<file path="config.mk">
export PLATFORM = sky130hd
export DESIGN_NAME = reorder_buffer
export DESIGN_NICKNAME = d
export VERILOG_FILES = /design/src/rtl/reorder_buffer.sv
export SDC_FILE = /design/constraint.sdc
export NUM_CORES = 1
export LEC_CHECK = 0
export ABC_AREA = 0
export BUFFER_PORTS_ARGS = -buffer_cell sky130_fd_sc_hd__buf_2
export CAP_MARGIN = 15
export CELL_PAD_IN_SITES_DETAIL_PLACEMENT = 2
export CELL_PAD_IN_SITES_GLOBAL_PLACEMENT = 2
export CORE_UTILIZATION = 45
export DETAILED_ROUTE_END_ITERATION = 8
export PLACE_DENSITY = 0.84
export SKIP_LAST_GASP = 1
export SLEW_MARGIN = 20
export SYNTH_ARGS = -nofsm -noshare
export SYNTH_HDL_FRONTEND = slang
export SYNTH_SLANG_ARGS = --single-unit
</file>
<file path="constraint.sdc">
create_clock -name clk -period 10.25 [get_ports clk]
set_input_delay 1.025 -clock clk [delete_from_list [all_inputs] [get_ports clk]]
set_output_delay 1.025 -clock clk [all_outputs]
set_load 0.05 [all_outputs]
</file>
<file path="src/rtl/reorder_buffer.sv">
// reorder_buffer: in-order retirement queue; define QU_ROB_EXCEPTION_EN to enable exception-at-retire flush
module reorder_buffer #(
  parameter int ROB_DEPTH         = 16,
  parameter int PHY_RF_ADDR_WIDTH = 6,
  parameter int PC_WIDTH          = 32
) (
  input  logic                          clk,
  input  logic                          rst,
  input  logic                          flush,
  input  logic                          rob_incr_tail_ptr,
  input  logic                          alloc_rd_valid,
  input  logic [PHY_RF_ADDR_WIDTH-1:0]  alloc_phy_rd,
  input  logic [PC_WIDTH-1:0]           alloc_pc,
  output logic [$clog2(ROB_DEPTH)-1:0]  rob_tail_ptr,
  output logic                          rob_full,
  output logic                          rob_empty,
  input  logic                          cmp_en,
  input  logic [$clog2(ROB_DEPTH)-1:0]  cmp_addr,
  input  logic                          cmp_exception,
  output logic                          busy_table_wr_en,
  output logic [PHY_RF_ADDR_WIDTH-1:0]  busy_table_wr_addr,
  output logic                          busy_table_wr_data,
  output logic                          exception_out,
  output logic [PC_WIDTH-1:0]           exception_pc
);
  localparam int AW = $clog2(ROB_DEPTH);
  typedef logic [AW-1:0] rob_addr_t;
  typedef logic [AW:0]   rob_cnt_t;
`ifdef QU_ROB_EXCEPTION_EN
  localparam bit EXC_EN = 1'b1;
`else
  localparam bit EXC_EN = 1'b0;
`endif
  logic [ROB_DEPTH-1:0]         valid, done, exc, rd_valid;
  logic [PHY_RF_ADDR_WIDTH-1:0] phy_rd [ROB_DEPTH];
  logic [PC_WIDTH-1:0]          pc [ROB_DEPTH];
  rob_addr_t                    head, tail;
  rob_cnt_t                     count, count_nxt;
  logic                         alloc, retire, take_exc, clear, bt_wr, exc_fire;
  assign rob_tail_ptr       = tail;
  assign busy_table_wr_data = 1'b0;
  // retire decision on the head entry, exception gating and next occupancy
  always_comb begin
    alloc     = rob_incr_tail_ptr & ~rob_full;
    retire    = valid[head] & done[head];
    take_exc  = retire & exc[head] & EXC_EN;
    clear     = flush | take_exc;
    bt_wr     = retire & ~clear & rd_valid[head];
    exc_fire  = take_exc & ~flush;
    count_nxt = clear ? '0 : count + rob_cnt_t'(alloc) - rob_cnt_t'(retire);
  end
  // payload written at allocation; valid bits guard every read
  always_ff @(posedge clk) begin
    if (alloc) begin
      rd_valid[tail] <= alloc_rd_valid;
      phy_rd[tail]   <= alloc_phy_rd;
      pc[tail]       <= alloc_pc;
    end
  end
  // entry status: completion, allocation, retirement; flush wipes all valid bits
  always_ff @(posedge clk or posedge rst) begin
    if (rst) begin
      valid <= '0;
      done  <= '0;
      exc   <= '0;
    end else if (clear) begin
      valid <= '0;
    end else begin
      if (cmp_en && valid[cmp_addr]) begin
        done[cmp_addr] <= 1'b1;
        exc[cmp_addr]  <= cmp_exception & EXC_EN;
      end
      if (alloc) begin
        valid[tail] <= 1'b1;
        done[tail]  <= 1'b0;
        exc[tail]   <= 1'b0;
      end
      if (retire) valid[head] <= 1'b0;
    end
  end
  // pointers, occupancy flags and registered retire outputs
  always_ff @(posedge clk or posedge rst) begin
    if (rst) begin
      head               <= '0;
      tail               <= '0;
      count              <= '0;
      rob_full           <= 1'b0;
      rob_empty          <= 1'b1;
      busy_table_wr_en   <= 1'b0;
      busy_table_wr_addr <= '0;
      exception_out      <= 1'b0;
      exception_pc       <= '0;
    end else begin
      head               <= clear ? '0 : head + rob_addr_t'(retire);
      tail               <= clear ? '0 : tail + rob_addr_t'(alloc);
      count              <= count_nxt;
      rob_full           <= count_nxt == rob_cnt_t'(ROB_DEPTH);
      rob_empty          <= count_nxt == '0;
      busy_table_wr_en   <= bt_wr;
      busy_table_wr_addr <= bt_wr ? phy_rd[head] : '0;
      exception_out      <= exc_fire;
      exception_pc       <= exc_fire ? pc[head] : '0;
    end
  end
endmodule

</file>
==> impl_metrics.ini, run 1 <==
[outcome]
status = complete, no violations

[routing]
drtAntennaViolNets = 0
drt_iter0_markers = 379
viasPerCell = 5.78
num_vias = 4184
wl_per_cell_um = 29.4
drtPass1Iterations = 4
routed_wl_um = 21300
drc = 0

[global_routing]
grt_max_degree = 55
grtUsageTotal = 0.269
grt_pass1_vias = 4624
antenna_found_initial = 3
grt-ovfl-total = 0
grt_pass1_wl_um = 30500

[final_layout]
nNetsFinal = 553
syn2layout_area_growth_pct = 11.8
postLayoutCoreUtil = 0.517
drive_gt1_frac = 0.207

[worst_setup_path]
cp_slowest_cell = mux4_1
critPathCaptureType = register
worstSetupPathType = register to register
critPathMaxFanout = 32
crit_arrival_ns = 4.73
slowest_delay_ns = 0.73
ff2ff_setup_slack_ns = 5.88
path_common_cell = nor2_1
required_ns = 10.61
crit_path_start_kind = register
crit_chain = buf_4 -> mux4_1 -> a22o_1 -> nor2_1 -> nor2_1 -> buf_4 -> ha_1 -> inv_1 -> ha_1 -> inv_1 -> fa_1 -> nor2b_1 -> o21ai_0 -> and3_1 -> nor3_1 -> nor2_1

[clocking]
clkTransAtPathRegs_ns = 0.06
cts_resized = 0
clkLatencyLatePin_ns = 0.43
cts_inserted_buffers = 17
cts_sinks = 166
clockBufferDepth = 2
post_cts_buffers = 0
cts_tree = done
hold_buffers = 0
cts-root-buf = clkbuf_16
htree_num_levels = 4

[floorplanning]
die-area_um2 = 16900
die_y_um = 130
dieWidth_um = 130
initial_core_util = 0.462
rows = 46
coreArea_um2 = 15900
ios = 96

[timing]
grt_setup_unrepaired = false
fmax_mhz = 229
final_max_slew_viol_count = 0
holdWs_ns = 0.539
slew_headroom = 0.211
finalHoldViolCount = 0
tightest_slew_ns = 1.18
fin_setup_tns_ns = 0
fin_crit_sh = 0.426
skew_ns = 0.0145
setup_viol = 0
period_needed_ns = 4.37

[power]
p_switching_uw = 409
internal_power_uw = 1200
power_frac_clock = 0.417
pwr-share-seq = 0.473
switching_share = 0.254
p_leak_uw = 0.00308
powerDensity_nw_per_um2 = 195
ir_drop_uv = 121
combPwrFrac = 0.110

[placement]
gp_congestion = 0.799
io_buffers = 28
dpl.hpwl_um = 12800

[logic_synthesis]
synth_cells = 457
yosysMostFrequentCell = edfxtp_1
synth_top_area_frac = 0.456
syn_area_um2 = 7370
yosysUniqueCellTypes = 43
yosys.area.top_type = edfxtp_1
avgSynthCellArea_um2 = 16.1
synth_seq_cells = 166
synth_common_cells = edfxtp_1 (112), nor2_1 (59), dfrtp_1 (53)
yosys_warnings = 0
async_flop_share = 0.325
synth-edff-count = 112
yosysSeqAreaShare = 0.640
ys.flop_type = edfxtp_1
synth.top_cells.by_area = edfxtp_1 (46%), dfrtp_1 (18%), mux4_1 (9.3%)

[job]
cap_violations = 0

[worst_hold_path]
worstHoldPathType = register to register
[power by group through the flow]
stage	clock, µW	combinational [µW]	sequential, µW
floorplan	0	118	784
global placement	0	160	768
detailed placement	0	173	772
CTS	681	176	760
global route	701	189	762
finish	671	176	760
[flip-flops by register name (all words and copies together) (netlist names), 4 cells and up]
| register | cells |
|---|---|
| rd_valid | 16 |
| head | 4 |
| count | 5 |
| phy_rd | 96 |
| valid | 16 |
| rob_tail_ptr | 4 |
| busy_table_wr_addr | 6 |
| done | 16 |
[final cells by class]
class | count | area [µm²]
Multi-Input combinational cell | 256 | 2350
Tap cell | 216 | 270
Antenna cell | 1 | 2.50
Inverter | 13 | 48.8
Sequential cell | 166 | 4720
Timing Repair Buffer | 40 | 230
Clock buffer | 21 | 470
Clock inverter | 11 | 146
Fill cell | 1452 | 7710
[path summary, 6_finish.rpt]
path	startpoint	end	cells after the start
max	head[0]	rob_empty	16
min	done[9]	done[9]	2
max reg2reg	head[0]	rob_empty	16
min reg2reg	done[9]	done[9]	2
max in group asynchronous	rst	head[0]	3
min in group asynchronous	rst	valid[14]	3
[layout by cell type (no fill, tap or decap), types with 2 or more instances in the layout]
cell type   instances
xor2_1              5
clkbuf_8            3
nor2b_1            17
a31oi_1             8
a2bb2oi_1           3
dfrtp_1            52
o21ai_0             9
nor3_1              5
mux4_2             20
nand3_1             6
a311oi_2            3
a22o_1              4
xnor2_1             2
buf_4              12
nor2_2              6
buf_2              28
clkbuf_16          17
a21oi_1            15
bufinv_16           3
clkinv_2            3
nor2_1             53
clkinv_4            2
mux4_1             26
and2_1              2
clkinvlp_4          2
inv_1              11
edfxtp_1          112
a311oi_1            7
ha_1                9
conb_1             34
nand2b_1            3
nand2_1             4
a41oi_1             2
nand3b_1            3
[worst max-delay path: cells and delay by family, from the launching register on]
kind / cells / cell delay [ns]
flip-flops: 1 / 0.53
buffers and inverters: 4 / 0.89
AO/OA/AOI/OAI: 2 / 0.39
multiplexers: 1 / 0.73
AND/OR/NAND/NOR: 6 / 0.85
adder cells (fa/ha/maj): 3 / 0.88
[layer usage]
layer | up-vias | GRT usage | wire length, µm | share of wire
met4 | 2 | 0.133 | 633 | 0.030
met2 | 174 | 0.448 | 11000 | 0.52
met3 | 30 | 0.0607 | 1280 | 0.060
met5 | - | 0 | 13 | 0.00061
met1 | 2209 | 0.333 | 8370 | 0.39
li1 | 1769 | - | - | -
[cells by family (layout without fill, tap and decap cells)]
family | count (synthesis) | in the layout | synth area share
fa+ha+maj | 10 | 10 | 0.0180
mux | 47 | 47 | 0.155
compound gates | 52 | 52 | 0.0492
other cells | 1 | 35 | 0.000509
flops | 166 | 166 | 0.640
xor+xnor | 7 | 7 | 0.00832
simple gates | 106 | 106 | 0.0688
buf+inv | 68 | 85 | 0.0598
[per-stage QoR]
| stage | cell area (µm²) | std cells | worst slack [ns] | power (µW) |
|---|---|---|---|---|
| finish | 8240 | 724 | 5.88 | 1610 |
| global route | 8240 | 724 | 5.57 | 1650 |
| detailed placement | 7600 | 691 | 5.92 | 946 |
| global placement | 7600 | 691 | 6.06 | 928 |
| CTS | 8220 | 723 | 5.89 | 1620 |
| floorplan | 7490 | 490 | 6.94 | 902 |
Power figures use the tool's default switching activity.
==> run 2, diff against run 1 <==
CORE_UTILIZATION = 38   (was 45)
PLACE_DENSITY = 0.75   (was 0.84)
clock period = 4 ns   (was 10.25 ns; I/O delays follow)
==> impl_metrics.ini, run 2 (same netlist as run 1, synthesis figures left out) <==
[outcome]
status = complete, no violations

[global_routing]
grt_pass1_vias = 4696
antenna_found_initial = 0
grt_pass1_wl_um = 29900
grt_max_degree = 44
grtUsageTotal = 0.213
grt-ovfl-total = 0

[clocking]
htree_num_levels = 4
clockBufferDepth = 2
cts_sinks = 166
post_cts_buffers = 0
cts-root-buf = clkbuf_16
cts_inserted_buffers = 17
clkLatencyLatePin_ns = 0.43
clkTransAtPathRegs_ns = 0.07
cts_tree = done

[worst_setup_path]
critPathCaptureType = register
required_ns = 4.34
crit_path_start_kind = register
crit_arrival_ns = 4.02
critPathMaxFanout = 11
worstSetupPathType = register to register
ff2ff_setup_slack_ns = 0.32

[power]
power_frac_clock = 0.401
ir_drop_uv = 255
combPwrFrac = 0.112
switching_share = 0.269
pwr-share-seq = 0.488
powerDensity_nw_per_um2 = 479
p_switching_uw = 1070
internal_power_uw = 2910
p_leak_uw = 0.00313

[timing]
grt_setup_unrepaired = false
slew_headroom = 0.424
final_max_slew_viol_count = 0
fmax_mhz = 272
setup_viol = 0
fin_setup_tns_ns = 0
finalHoldViolCount = 0
skew_ns = 0.00873
tightest_slew_ns = 0.857
period_needed_ns = 3.68
fin_crit_sh = 0.919

[routing]
num_vias = 4167
routed_wl_um = 19700
drtPass1Iterations = 4
drt_iter0_markers = 230
drc = 0
wl_per_cell_um = 25.3
drtAntennaViolNets = 0
viasPerCell = 5.36

[final_layout]
nNetsFinal = 564
final_cell_mix = edfxtp_1 (112), nor2_1 (59), dfrtp_1 (52)
syn2layout_area_growth_pct = 12.8
largest_register_ffs = 96
mostFrequentLayoutCell = edfxtp_1
regMostFlops = phy_rd
fin_area_um2 = 8310
n_antenna_cell = 0
drive_gt1_frac = 0.210

[job]
cap_violations = 0

[placement]
dpl.hpwl_um = 13100
io_buffers = 28
gp_congestion = 0.796
dpl_cell_area_um2 = 7730

[floorplanning]
ios = 96
coreArea_um2 = 18800
die_y_um = 141
die-area_um2 = 20000
rows = 50
initial_core_util = 0.391
dieWidth_um = 141

[worst_hold_path]
worstHoldPathType = primary input to register
-- run 2: changes by cell type in the layout (fill, tap and decap cells not counted), moves of 2 or more --
cell / before / now
buf_4: 12 / 22
bufinv_16: 3 / 1
clkbuf_8: 3 / 0
clkinvlp_4: 2 / 0
inv_6: 1 / 5
inv_8: 0 / 3
nor2_1: 53 / 59
nor2_2: 6 / 0
-- run 2: power by group through the flow --
stage               logic (µW)  clock network, µW  registers [µW]
floorplan                  301                  0            2010
global placement           419                  0            1970
detailed placement         441                  0            1980
CTS                        451               1630            1940
global route               486               1690            1950
finish                     445               1590            1940
-- run 2: final timing paths --
check / startpoint / cells past startpoint / endpoint
min reg2reg: done[0] / 2 / done[0]
max: head[0] / 14 / rob_empty
max reg2reg: head[0] / 14 / rob_empty
max in group asynchronous: rst / 4 / head[0]
min: alloc_rd_valid / 1 / rd_valid[14]
min in group asynchronous: rst / 3 / count[0]
-- run 2: metrics by stage --
| step | total power [µW] | setup slack, ns | instances | util | hold slack (ns) |
|---|---|---|---|---|---|
| after CTS | 4020 | 0.277 | 778 | 0.441 | 0.335 |
| after detailed placement | 2420 | 0.343 | 745 | 0.411 | 0.365 |
| after global routing | 4120 | 0.0600 | 778 | 0.441 | 0.343 |
| after global placement | 2390 | 0.459 | 745 | 0.411 | 0.347 |
| after floorplan | 2310 | 0.691 | 490 | - | 0.486 |
| final | 3980 | 0.323 | 778 | 0.441 | 0.351 |
-- run 2: repair_timing --
action / 4_1_cts / 5_1_grt
hold endpoints to repair: 10 / 0
hold buffers: 1 / 0
endpoints found under the setup margin: 0 / 0
gates resized for setup: 0 / 0
-- run 2: final cells by class --
cell class	count	area (µm²)
tap	260	325
inverter	13	48.8
multi-input combinational	256	2340
timing repair buffer	51	315
clock buffer	17	425
sequential	166	4720
clock inverter	15	140
fill	1823	10500
-- run 2: routing by layer --
layer  track usage  vias to the layer above  wire length, µm
met5             0                        -                0
met4        0.0606                        0              312
met3        0.0415                       22              723
met2         0.375                       98            10500
met1         0.266                     2250             8100
li1              -                     1797                -
-- run 2: critical path: stages (launching register included) --
cell and delay [ns]:
dfrtp_2 0.58, mux4_1 0.63, a22o_1 0.26, nor2_1 0.21, nor2_1 0.14, ha_1 0.31, inv_1 0.07, ha_1 0.17
inv_1 0.07, fa_1 0.42, nor2b_1 0.13, o21ai_0 0.10, and3_1 0.20, nor3_1 0.23, nor2_1 0.09
==> run 3, diff against run 2 <==
CELL_PAD_IN_SITES_DETAIL_PLACEMENT = 0   (was 2)
CELL_PAD_IN_SITES_GLOBAL_PLACEMENT = 1   (was 2)
CORE_UTILIZATION = 44   (was 38)
==> impl_metrics.ini, run 3 (same netlist as run 1, synthesis figures left out) <==
[final_layout]
syn2layout_area_growth_pct = 12.1
mostFrequentLayoutCell = edfxtp_1
largest_register_ffs = 96
drive_gt1_frac = 0.212
nFillCells = 1352
n_antenna_cell = 0
final_cell_mix = edfxtp_1 (112), nor2_1 (57), dfrtp_1 (52)
nNetsFinal = 561
regMostFlops = phy_rd

[worst_setup_path]
cp_top_family = simple AND/OR/NAND/NOR gates
slowest_delay_ns = 0.63
reg2reg_from = head[0]
critPathCaptureType = register
crit_chain = mux4_1 -> a22o_1 -> nor2_1 -> nor2_1 -> ha_1 -> inv_1 -> ha_1 -> inv_1 -> fa_1 -> nor2b_1 -> o21ai_0 -> and3_1 -> nor3_1 -> nor2_1
crit_arrival_ns = 3.83
worstSetupPathType = register to register
path_buf_inv = 2
crit_path_start_kind = register
crit_start = head[0]
required_ns = 4.35
path_common_cell = nor2_1
critPathMaxFanout = 13
cp_slowest_cell = mux4_1

[global_routing]
grt_max_degree = 30
antenna_found_initial = 0
grtUsageTotal = 0.193
grt_pass1_vias = 4088
grt-ovfl-total = 0
grt_pass1_wl_um = 24000

[timing]
setup_viol = 0
fin_setup_tns_ns = 0
finalHoldViolCount = 0
fmax_mhz = 287
fin_crit_sh = 0.870
period_needed_ns = 3.48
skew_ns = 0.00710
slew_headroom = 0.252
tightest_slew_ns = 1.12
holdWs_ns = 0.0478
grt_setup_unrepaired = false
final_max_slew_viol_count = 0

[clocking]
cts_inserted_buffers = 17
clkLatencyLatePin_ns = 0.43
clkTransAtPathRegs_ns = 0.06
cts_resized = 0
post_cts_buffers = 0
htree_num_levels = 4
clockBufferDepth = 2
cts_sinks = 166
cts-root-buf = clkbuf_16
cts_tree = done
hold_buffers = 0

[floorplanning]
ios = 96
rows = 46
die_y_um = 131
initial_core_util = 0.457
coreArea_um2 = 16100
dieWidth_um = 131
die-area_um2 = 17300

[routing]
drc = 0
routed_wl_um = 15500
drtAntennaViolNets = 0
wl_per_cell_um = 21.1
viasPerCell = 5.55
drt_iter0_markers = 318
drtPass1Iterations = 4
num_vias = 4054

[placement]
gp_congestion = 0.788
dpl.hpwl_um = 9750
io_buffers = 28

[power]
ir_drop_uv = 491
power_frac_clock = 0.410
internal_power_uw = 2970
powerDensity_nw_per_um2 = 483
switching_share = 0.255
p_leak_uw = 0.00312
pwr-share-seq = 0.485
design_power_total_uw = 3990
p_switching_uw = 1020
combPwrFrac = 0.105

[outcome]
status = complete, no violations

[worst_hold_path]
worstHoldPathType = primary input to async pin

[job]
cap_violations = 0
## run 3: cell types whose count changed in the layout (fill, tap and decap cells not counted), sizes merged
cell         previous run  this run
buf                    50        48
clkbuf                 17        18
dlygate4sd3             1         0
inv                    20        19
clkinvlp                0         1
bufinv                  1         2
clkinv                  7         5
## run 3: cell type report
cell class                      instances  area [µm²]  area share
Clock buffer                           18         429      0.0519
Inverter                               13        48.8     0.00591
Sequential cell                       166        4720       0.571
Timing Repair Buffer                   48         290      0.0351
Tap cell                              216         270      0.0327
Multi-Input combinational cell        256        2340       0.283
Clock inverter                         14         166      0.0201
## run 3: metrics by stage
stage	setup WS, ns	cells	utilization	cell area (µm²)
finish	0.518	731	0.513	8260
global route	0.298	731	0.513	8260
detailed placement	0.511	699	0.476	7660
global placement	0.554	699	0.475	7660
floorplan	0.691	490	-	7490
CTS	0.496	731	0.513	8260
## run 3: worst register-to-register path, stage by stage, from the launching register on
cell and delay, ns:
dfrtp_2 0.58, mux4_1 0.63, a22o_1 0.26, nor2_1 0.17
nor2_1 0.12, ha_1 0.30, inv_1 0.05, ha_1 0.15
inv_1 0.05, fa_1 0.40, nor2b_1 0.11, o21ai_0 0.11
and3_1 0.20, nor3_1 0.18, nor2_1 0.08
## run 3: power by group through the flow
stage	Combinational [µW]	Sequential, µW	Clock, µW
after floorplan	301	2010	0
after global placement	410	1970	0
after detailed placement	419	1970	0
after CTS	422	1940	1670
after global routing	459	1940	1730
final	418	1940	1640
## run 3: worst paths after layout
kind,to,slack (ns),depth (start not counted)
min in group clk,phy_rd[14][5],0.34,1
worst min register to register,done[1],0.53,2
worst min-delay path,rob_tail_ptr[1],0.05,2
worst max register to register,rob_empty,0.52,14
max in group asynchronous,rob_empty,3.10,3
worst max-delay path,rob_empty,0.52,14
## run 3: per-layer routing
layer	GRT usage	wire length, µm	share of wire	vias to the layer above
li1	-	-	-	1787
met1	0.250	6250	0.40	2064
met2	0.308	7620	0.49	175
met3	0.0367	1190	0.077	28
met4	0.103	391	0.025	0
met5	0	0	0	-
